===== src/rtl/flag_reg_bank.sv =====
// flag_reg_bank: WIDTH synchronised status flags with edge/level capture.
// Optional IRQ output is built when FLAG_REG_BANK_IRQ_EN is defined.
module flag_reg_bank #(
  parameter int unsigned      WIDTH       = 8,
  parameter int unsigned      SYNC_STAGES = 2,
  parameter int unsigned      EDGE_MODE   = 1,
  parameter bit               STICKY      = 1'b1,
  parameter logic [WIDTH-1:0] RESET_VAL   = '0
) (
  input  logic             clk,
  input  logic             reset,
  input  logic [WIDTH-1:0] din,
  input  logic [WIDTH-1:0] set_mask,
  input  logic [WIDTH-1:0] clr_mask,
  input  logic             ld_en,
  input  logic [WIDTH-1:0] ld_data,
  output logic [WIDTH-1:0] q,
  output logic [WIDTH-1:0] evt,
  output logic             any_q
`ifdef FLAG_REG_BANK_IRQ_EN
  ,
  input  logic [WIDTH-1:0] irq_mask,
  output logic             irq
`endif
);

  logic [WIDTH-1:0] sync_q [SYNC_STAGES];
  logic [WIDTH-1:0] prev_q;
  logic [WIDTH-1:0] s_last;
  logic [WIDTH-1:0] e;
  logic [WIDTH-1:0] base;
  logic [WIDTH-1:0] q_d;
  logic [WIDTH-1:0] q_q;
  logic [WIDTH-1:0] evt_q;
  logic             any_flag_q;

  assign s_last = sync_q[SYNC_STAGES-1];

  generate
    if (EDGE_MODE == 0) begin : g_level
      assign e = s_last;
    end else if (EDGE_MODE == 1) begin : g_rise
      assign e = s_last & ~prev_q;
    end else if (EDGE_MODE == 2) begin : g_fall
      assign e = ~s_last & prev_q;
    end else begin : g_both
      assign e = s_last ^ prev_q;
    end
  endgenerate

  // Set beats clear beats load beats event capture.
  assign base = ld_en ? ld_data
              : (STICKY ? (q_q | e) : e);
  assign q_d  = set_mask | (~clr_mask & base);

  always_ff @(posedge clk or posedge reset) begin
    if (reset) begin
      for (int k = 0; k < int'(SYNC_STAGES); k++)
        sync_q[k] <= '0;
      prev_q     <= '0;
      q_q        <= RESET_VAL;
      evt_q      <= '0;
      any_flag_q <= |RESET_VAL;
    end else begin
      sync_q[0] <= din;
      for (int k = 1; k < int'(SYNC_STAGES); k++)
        sync_q[k] <= sync_q[k-1];
      prev_q     <= s_last;
      q_q        <= q_d;
      evt_q      <= e;
      any_flag_q <= |q_d;
    end
  end

  assign q     = q_q;
  assign evt   = evt_q;
  assign any_q = any_flag_q;

`ifdef FLAG_REG_BANK_IRQ_EN
  logic irq_q;

  always_ff @(posedge clk or posedge reset) begin
    if (reset) irq_q <= 1'b0;
    else       irq_q <= |(q_d & irq_mask);
  end

  assign irq = irq_q;
`endif

endmodule


===== config.mk =====
export PLATFORM = sky130hd
export DESIGN_NAME = flag_reg_bank
export DESIGN_NICKNAME = d
export VERILOG_FILES = /design/src/rtl/flag_reg_bank.sv
export SDC_FILE = /design/constraint.sdc
export NUM_CORES = 1
export LEC_CHECK = 0
export CAP_MARGIN = 15
export CORE_ASPECT_RATIO = 1.4
export CORE_MARGIN = 1.5
export CORE_UTILIZATION = 38
export DETAILED_ROUTE_END_ITERATION = 8
export GPL_TIMING_DRIVEN = 0
export PLACE_DENSITY = 0.72
export SLEW_MARGIN = 20
export SYNTH_ARGS = -nofsm -noshare
export SYNTH_HDL_FRONTEND = slang
export SYNTH_SLANG_ARGS = --single-unit

===== constraint.sdc =====
create_clock -name clk -period 1.4 [get_ports clk]
set_input_delay 0.21 -clock clk [delete_from_list [all_inputs] [get_ports clk]]
set_output_delay 0.21 -clock clk [all_outputs]
set_load 0.05 [all_outputs]

==> results.md, run 1 <==
- Status: complete, but fails checks
- Failing checks: setup timing
- Post-synth cell types: 14
- Die Y: 73.5 um
- Rows: 25
- CP Launch Type: flip-flop
- Die footprint: slightly below 4000 um2
- Comb pwr share: 15.4%
- Static Leak: approximately 0.90 nW
- Register bit total from synthesis: 41
- Crit path cell chain: nor2b_1 > or3_4 > a2111oi_4 > nand4_1
- Vias: 905
- Worst slew margin: 65.9%
- DRC: 0
- Synth Area in Compound Gates: approximately 10%
- CTS Sinks: 41
- CTS tree: built
- Main combinational cell family by area after synthesis: simple AND/OR/NAND/NOR gates
- Routed Antenna Nets: 0
- WL per Instance: between 10 and 15 um
- Cell count after placement: 180
- Synth Instances: 88
- Clock Path Buffers: 2
- Maximum vdd drop: roughly 0.00075 V
- Root Buffer: clkbuf_8
- Vias per cell: 4.84
- Register-to-register setup slack: -0.04 ns
- Simple-gate share of the synthesized area: 10.5%
- Antenna violations before repair: 0
- I/O Pins: 52
- Worst hold path class: in2async
- Max FO, Critical Path: 2
- Final min period: 1.44 ns
- Switching share of power: 24.2%
- Setup CP Type: reg2reg
- First-pass GRT wire length: 4410 um
- Unrepaired setup endpoints after global routing: yes
- Share of power burned in registers: between 50% and 60%
- Worst path bufs/invs: 0
- Non-filler cells, final: 187
- Worst Path Arrival: 1.59 ns
- Starting density of the core: roughly 40%
- Power Dens Cells: 1150 nW/um2
- Die Width: 53.3 um
- Final Cycle Share: 103%
- Post-CTS Setup Bufs: 0
- Synth Area in XOR/XNOR: 0%
- Final WL: roughly 2800 um
- Met2 Use GR: 30.5%
- Global route total overflow: 0
- Synth warn: 0
- H-tree depth: 2
- GRT Util Overall: 16.5%
- Avg Cell Area, Syn: 15.3 um2
- GRT Max-Usage Layer: met2
- Clock Power Share: 31.1%
- Skew final: around 0.0028 ns
- GR Util met3: 5.89%
- Max incr delay on CP: 0.38 ns
- CP max stage cell: dfrtp_1
- CP Capture Type: flip-flop
- Tot Pwr: 0.00238 W
- Net Sw Power: 0.000575 W
- Worst r2r path cells: 4
- Final HPWL DP: around 2100 um
- Mapped cell area: 1350 um2
- Slew Limit Fails: 0
- Internal: 0.00180 W
- DR pass1 iterations: 4
- Pin count of the biggest net entering global routing: 33
- Reg2Reg Launch Point: s_last[6]$_DFF_PP0_
- Kind of cell adding the most delay to the critical path: simple AND/OR/NAND/NOR gates
- Actual transition at the worst max-transition pin: 0.513 ns
- Clk slew on worst S/H paths: 0.07 ns
- Num CTS Buffers: 5
- NumNets Final: 182
- Final number of setup-violating endpoints: 1
- Vias in the first global route: between 900 and 1,000
- Ant. Diodes: 0
- CP required: 1.55 ns
- Worst skew pair latency: between 0.2 and 0.3 ns
- Seq/Total Area, Yosys: 76.1%
- 1st-iter DRT viols: 7
- Hold Slack: 0.166 ns
- RD Place Congestion: ~0.67
- Final Hold Viols: 0
- Post-route cell area: between 2000 and 2500 um2
- Post-route setup slack: -0.0381 ns
- Met1 Use GR: 15.5%
- Placed cell area: 1970 um2
- IO buf count: 51
- Max cap viols: 0
- Peak Freq: 0.695 GHz
- Placeable core area: between 3000 and 4000 um2
- Post-Synth Adder-Cell Area: 0%
- Mux share of post-synthesis cell area: 0%
- Fraction of layout cells with a size suffix above 1: 17.7%
- Mapped Nets: 123
- Worst r2r dst: any_q$_DFF_PP0_
- Synth-to-Final Area Change: 53.2%
-- sequential cells by signal (all words and copies together) (netlist names) --
| name | cells |
|---|---|
| prev_q | 8 |
| sync_q | 8 |
| evt | 8 |
| any_q | 1 |
| q | 8 |
| s_last | 8 |
-- power groups by stage --
stage               registers, W  clock network (W)   logic, W
global placement         0.00129                  0   0.000366
floorplan                0.00139                  0  0.0000879
finish                   0.00127           0.000739   0.000365
global route             0.00128           0.000823   0.000388
detailed placement       0.00130                  0   0.000379
CTS                      0.00127           0.000771   0.000368
-- area by class of cell --
cell class,instances,area [um2]
fillers,290,1310
flip-flops and latches,41,1040
clock buffers,7,86.3
plain buffers,1,11.3
multi-input cells,37,332
repair buffers,52,515
well taps,40,50.0
inverters,9,33.8
-- cell usage in the layout (no fill, tap or decap) --
| master | instances |
|---|---|
| dfrtp_1 | 33 |
| clkdlybuf4s50_1 | 33 |
| clkdlybuf4s15_1 | 9 |
| nor2b_1 | 8 |
| inv_1 | 8 |
| dlygate4sd2_1 | 8 |
| dfrtp_2 | 8 |
| clkbuf_8 | 6 |
| or3_4 | 4 |
| a21oi_1 | 4 |
| a21o_1 | 4 |
| or2b_1 | 4 |
| o311a_1 | 4 |
| or2_1 | 4 |
| a2111oi_2 | 2 |
| a2111oi_4 | 2 |
| buf_6 | 1 |
| nand4_1 | 1 |
| inv_2 | 1 |
| clkbuf_1 | 1 |
| buf_12 | 1 |
| clkbuf_2 | 1 |
-- synthesized netlist by cell type, drive strengths merged --
| cell | instances | area share, % |
|---|---|---|
| or2 | 4 | 1.9 |
| a21oi | 4 | 1.5 |
| nor2b | 8 | 3.7 |
| inv | 9 | 2.5 |
| nand4 | 1 | 0.46 |
| buf | 1 | 0.84 |
| dfrtp | 41 | 76 |
| or3 | 4 | 2.2 |
| a21o | 4 | 2.2 |
| or2b | 4 | 2.2 |
| a2111oi | 4 | 3.3 |
| o311a | 4 | 3.0 |
-- cells by family after synthesis --
logic type / count (synthesis)
AOI/OAI and AO/OA: 16
buffers and inverters: 10
DFF: 41
and+or+nand+nor: 21
-- per-layer routing --
layer,up-vias,wire length [um]
met5,-,0
met3,7,191
met4,0,49
li1,414,-
met2,31,1540
met1,453,990
-- how the worst max path moves through the flow --
stage                        startpoint               to  slack [ns]  cells past startpoint
global placement                  ld_en  any_q$_DFF_PP0_       -0.65                      5
global route        s_last[6]$_DFF_PP0_  any_q$_DFF_PP0_       -0.11                      4
finish              s_last[6]$_DFF_PP0_  any_q$_DFF_PP0_       -0.04                      4
detailed placement                ld_en  any_q$_DFF_PP0_       -0.68                      5
CTS                 s_last[6]$_DFF_PP0_  any_q$_DFF_PP0_       -0.05                      4
floorplan                q[6]$_DFF_PP0_  any_q$_DFF_PP0_       -0.04                      3
-- metrics by stage --
step | setup TNS [ns] | util [%] | setup slack, ns
finish | -0.0381 | 61.1 | -0.0381
global route | -0.108 | 61.1 | -0.108
floorplan | -0.0365 | - | -0.0365
detailed placement | -2.90 | 58.3 | -0.676
global placement | -23.32 | 57.7 | -0.655
CTS | -0.0548 | 60.9 | -0.0548
-- repair_timing --
| action | 4_1_cts | 5_1_grt |
|---|---|---|
| pin swaps | 4 | 0 |
| cloned | 0 | 0 |
| gates resized for setup | 20 | 11 |
| hold buffers | 0 | 0 |
| setup endpoints to repair | 24 | 11 |
Power figures use the tool's default switching activity.
==> inputs of run 2 (changes only) <==
--- a/config.mk
+++ b/config.mk
@@ -11,7 +11,7 @@
 export CORE_UTILIZATION = 38
 export DETAILED_ROUTE_END_ITERATION = 8
 export GPL_TIMING_DRIVEN = 0
-export PLACE_DENSITY = 0.72
+export PLACE_DENSITY = 0.74
 export SLEW_MARGIN = 20
 export SYNTH_ARGS = -nofsm -noshare
 export SYNTH_HDL_FRONTEND = slang
==> run 2 against run 1 <==
Compared with the run above: the flow still finishes with violations (setup timing); sequential share of layout area is 0.45 points lower; first-iteration DRC count is 86% lower; maximum frequency is 0.14% higher; global-route usage is 0.085 points higher; clock power is 0.5% lower; worst hold slack better by 0.062 ns; critical path depth stayed put; clock skew hardly changed; flip-flop and latch count stayed put; clock-buffer cell count stayed put; largest cell class unchanged; largest power group unchanged; highest routed layer unchanged.
==> results.md, run 2 (synthesized netlist as in run 1, its figures left out) <==
- Status: complete, but fails checks (unchanged)
- Failing checks: setup timing (unchanged)
- Die Y: 73.5 um (unchanged)
- Die footprint: 3920 um2 (unchanged)
- Skew final: 0.00256 ns (was 0.00277 ns)
- Net Sw Power: 0.000577 W (was 0.000575 W)
- Actual transition at the worst max-transition pin: 0.513 ns (about the same)
- Total area of sequential cells: 1040 um2 (unchanged)
- Setup tns final: -0.0360 ns (was -0.0381 ns)
- Setup CP Type: reg2reg (unchanged)
- Unrepaired setup endpoints after global routing: yes (unchanged)
- Placed cell area: 1980 um2 (was 1970 um2)
- Ant. Diodes: 0 (unchanged)
- CTS Sinks: 41 (unchanged)
- 1st-iter DRT viols: 1 (was 7)
- Register-to-register setup slack: -0.04 ns (about the same)
- Footprint of the multi-input gates: 344 um2 (was 332 um2)
- RD Place Congestion: 0.692 (was 0.672)
- Reg2Reg Launch Point: s_last[6]$_DFF_PP0_ (unchanged)
- Final WL: 2810 um (was 2770 um)
- CP Launch Type: flip-flop (unchanged)
- Final Hold Viols: 0 (unchanged)
- GRT Util Overall: 16.6% (was 16.5%)
- H-tree depth: 2 (unchanged)
- Vias per cell: 4.74 (was 4.84)
- CTS tree: built (unchanged)
- Global route total overflow: 0 (unchanged)
- Rows: 25 (unchanged)
- Internal: 0.00181 W (was 0.00180 W)
- Hold Slack: 0.228 ns (was 0.166 ns)
- Final design utilization: 61.7% (was 61.1%)
- Peak Freq: 0.696 GHz (was 0.695 GHz)
- Vias in the first global route: 986 (was 990)
- IO buf count: 51 (unchanged)
- Critical Path Sink: any_q$_DFF_PP0_ (unchanged)
- Clk slew on worst S/H paths: 0.07 ns (about the same)
- DR pass1 iterations: 4 (unchanged)
- Post-route setup slack: -0.0360 ns (was -0.0381 ns)
- First-pass GRT wire length: 4460 um (was 4410 um)
- Post-route cell area: 2080 um2 (was 2060 um2)
- Synth-to-Final Area Change: 54.6% (was 53.2%)
- CP Capture Type: flip-flop (unchanged)
- Comb pwr share: 15.7% (was 15.4%)
- Vias: 886 (was 905)
- Final Cycle Share: 103% (about the same)
- Final number of setup-violating endpoints: 1 (unchanged)
- I/O Pins: 52 (unchanged)
- Placeable core area: 3380 um2 (unchanged)
- Worst r2r dst: any_q$_DFF_PP0_ (unchanged)
- Antenna violations before repair: 0 (unchanged)
- Most frequent cells in the layout: 33 x dfrtp_1, 33 x clkdlybuf4s50_1, 9 x dlygate4sd2_1 (was 33 x dfrtp_1, 33 x clkdlybuf4s50_1, 9 x clkdlybuf4s15_1)
- Num CTS Buffers: 5 (unchanged)
- Final HPWL DP: 2140 um (was 2130 um)
- Routed Antenna Nets: 0 (unchanged)
- Worst skew pair latency: 0.28 ns (about the same)
- Post-CTS Setup Bufs: 0 (unchanged)
- Pin count of the biggest net entering global routing: 26 (was 33)
- Switching share of power: 24.2% (about the same)
- Worst Path Arrival: 1.59 ns (about the same)
- Worst slew margin: 65.9% (about the same)
- Worst hold path class: in2async (unchanged)
- Max cap viols: 0 (unchanged)
- Power Dens Cells: 1140 nW/um2 (was 1150 nW/um2)
- Fraction of layout cells with a size suffix above 1: 17.7% (unchanged)
- Static Leak: 0.905 nW (was 0.901 nW)
- Tot Pwr: 0.00238 W (about the same)
- Slew Limit Fails: 0 (unchanged)
- Fillers: 284 (was 290)
- Clock Path Buffers: 2 (unchanged)
- Worst r2r path cells: 4 (unchanged)
- CP required: 1.55 ns (about the same)
- Hold_buf cts: 0 (unchanged)
- Clock Power Share: 30.8% (was 31.1%)
- DRC: 0 (unchanged)
- Launch point of the worst path: s_last[6]$_DFF_PP0_ (unchanged)
- WL per Instance: 15.0 um (was 14.8 um)
- Root Buffer: clkbuf_8 (unchanged)
- Die Width: 53.3 um (unchanged)
- Share of power burned in registers: 53.5% (was 53.6%)
- Max FO, Critical Path: 2 (unchanged)
- Final min period: 1.44 ns (about the same)
- Starting density of the core: 39.9% (unchanged)
- Maximum vdd drop: 0.000815 V (was 0.000751 V)
- NumNets Final: 182 (unchanged)
-- run 2: layout make-up --
type | instances | area share, %
repair buffers | 52 | 25.0
flip-flops and latches | 41 | 49.7
multi-input cells | 37 | 16.5
clock buffers | 7 | 4.14
plain buffers | 1 | 0.541
inverters | 9 | 1.62
well taps | 40 | 2.40
-- run 2: timing repair --
action,CTS,global route
resized for setup,20,11
setup endpoints to repair,22,11
pin swaps,4,1
-- run 2: critical path, stage by stage (launching register included) --
cell and delay [ns]:
dfrtp_1 0.37, nor2b_1 0.14, or3_4 0.35, a2111oi_4 0.32, nand4_1 0.12
-- run 2: worst min path at each step --
| stage | from | to | slack, ns | cells after the start |
|---|---|---|---|---|
| 2_1_floorplan | din[2] | sync_q[10]$_DFF_PP0_ | 0.24 | 0 |
| 3_3_place_gp | sync_q[8]$_DFF_PP0_ | s_last[0]$_DFF_PP0_ | 0.33 | 0 |
| 3_5_place_dp | sync_q[13]$_DFF_PP0_ | s_last[5]$_DFF_PP0_ | 0.33 | 0 |
| 4_1_cts | reset | sync_q[8]$_DFF_PP0_ | 0.24 | 2 |
| 5_1_grt | reset | any_q$_DFF_PP0_ | 0.25 | 2 |
| 6_report | reset | evt[7]$_DFF_PP0_ | 0.23 | 2 |
-- run 2: power groups by stage --
stage	Sequential, W	Clock [W]	Combinational (W)
2_1_floorplan	0.00139	0	0.0000879
3_3_place_gp	0.00129	0	0.000365
3_5_place_dp	0.00130	0	0.000382
4_1_cts	0.00127	0.000770	0.000371
5_1_grt	0.00128	0.000816	0.000397
6_report	0.00128	0.000735	0.000374
-- run 2: metrics by stage --
| stage | instances | setup slack, ns |
|---|---|---|
| after floorplan | 88 | -0.0365 |
| after global placement | 179 | -0.669 |
| after detailed placement | 180 | -0.657 |
| after CTS | 187 | -0.0544 |
| after global routing | 187 | -0.121 |
| final | 187 | -0.0360 |
-- run 2: layer usage --
metal / vias to the layer above / share of wire, % / GRT usage, %
li1: 411 / - / -
met3: 7 / 5.6 / 4.88
met1: 435 / 35 / 16.2
met2: 33 / 57 / 30.7
met4: 0 / 2.1 / 7.69
met5: - / 0 / 0
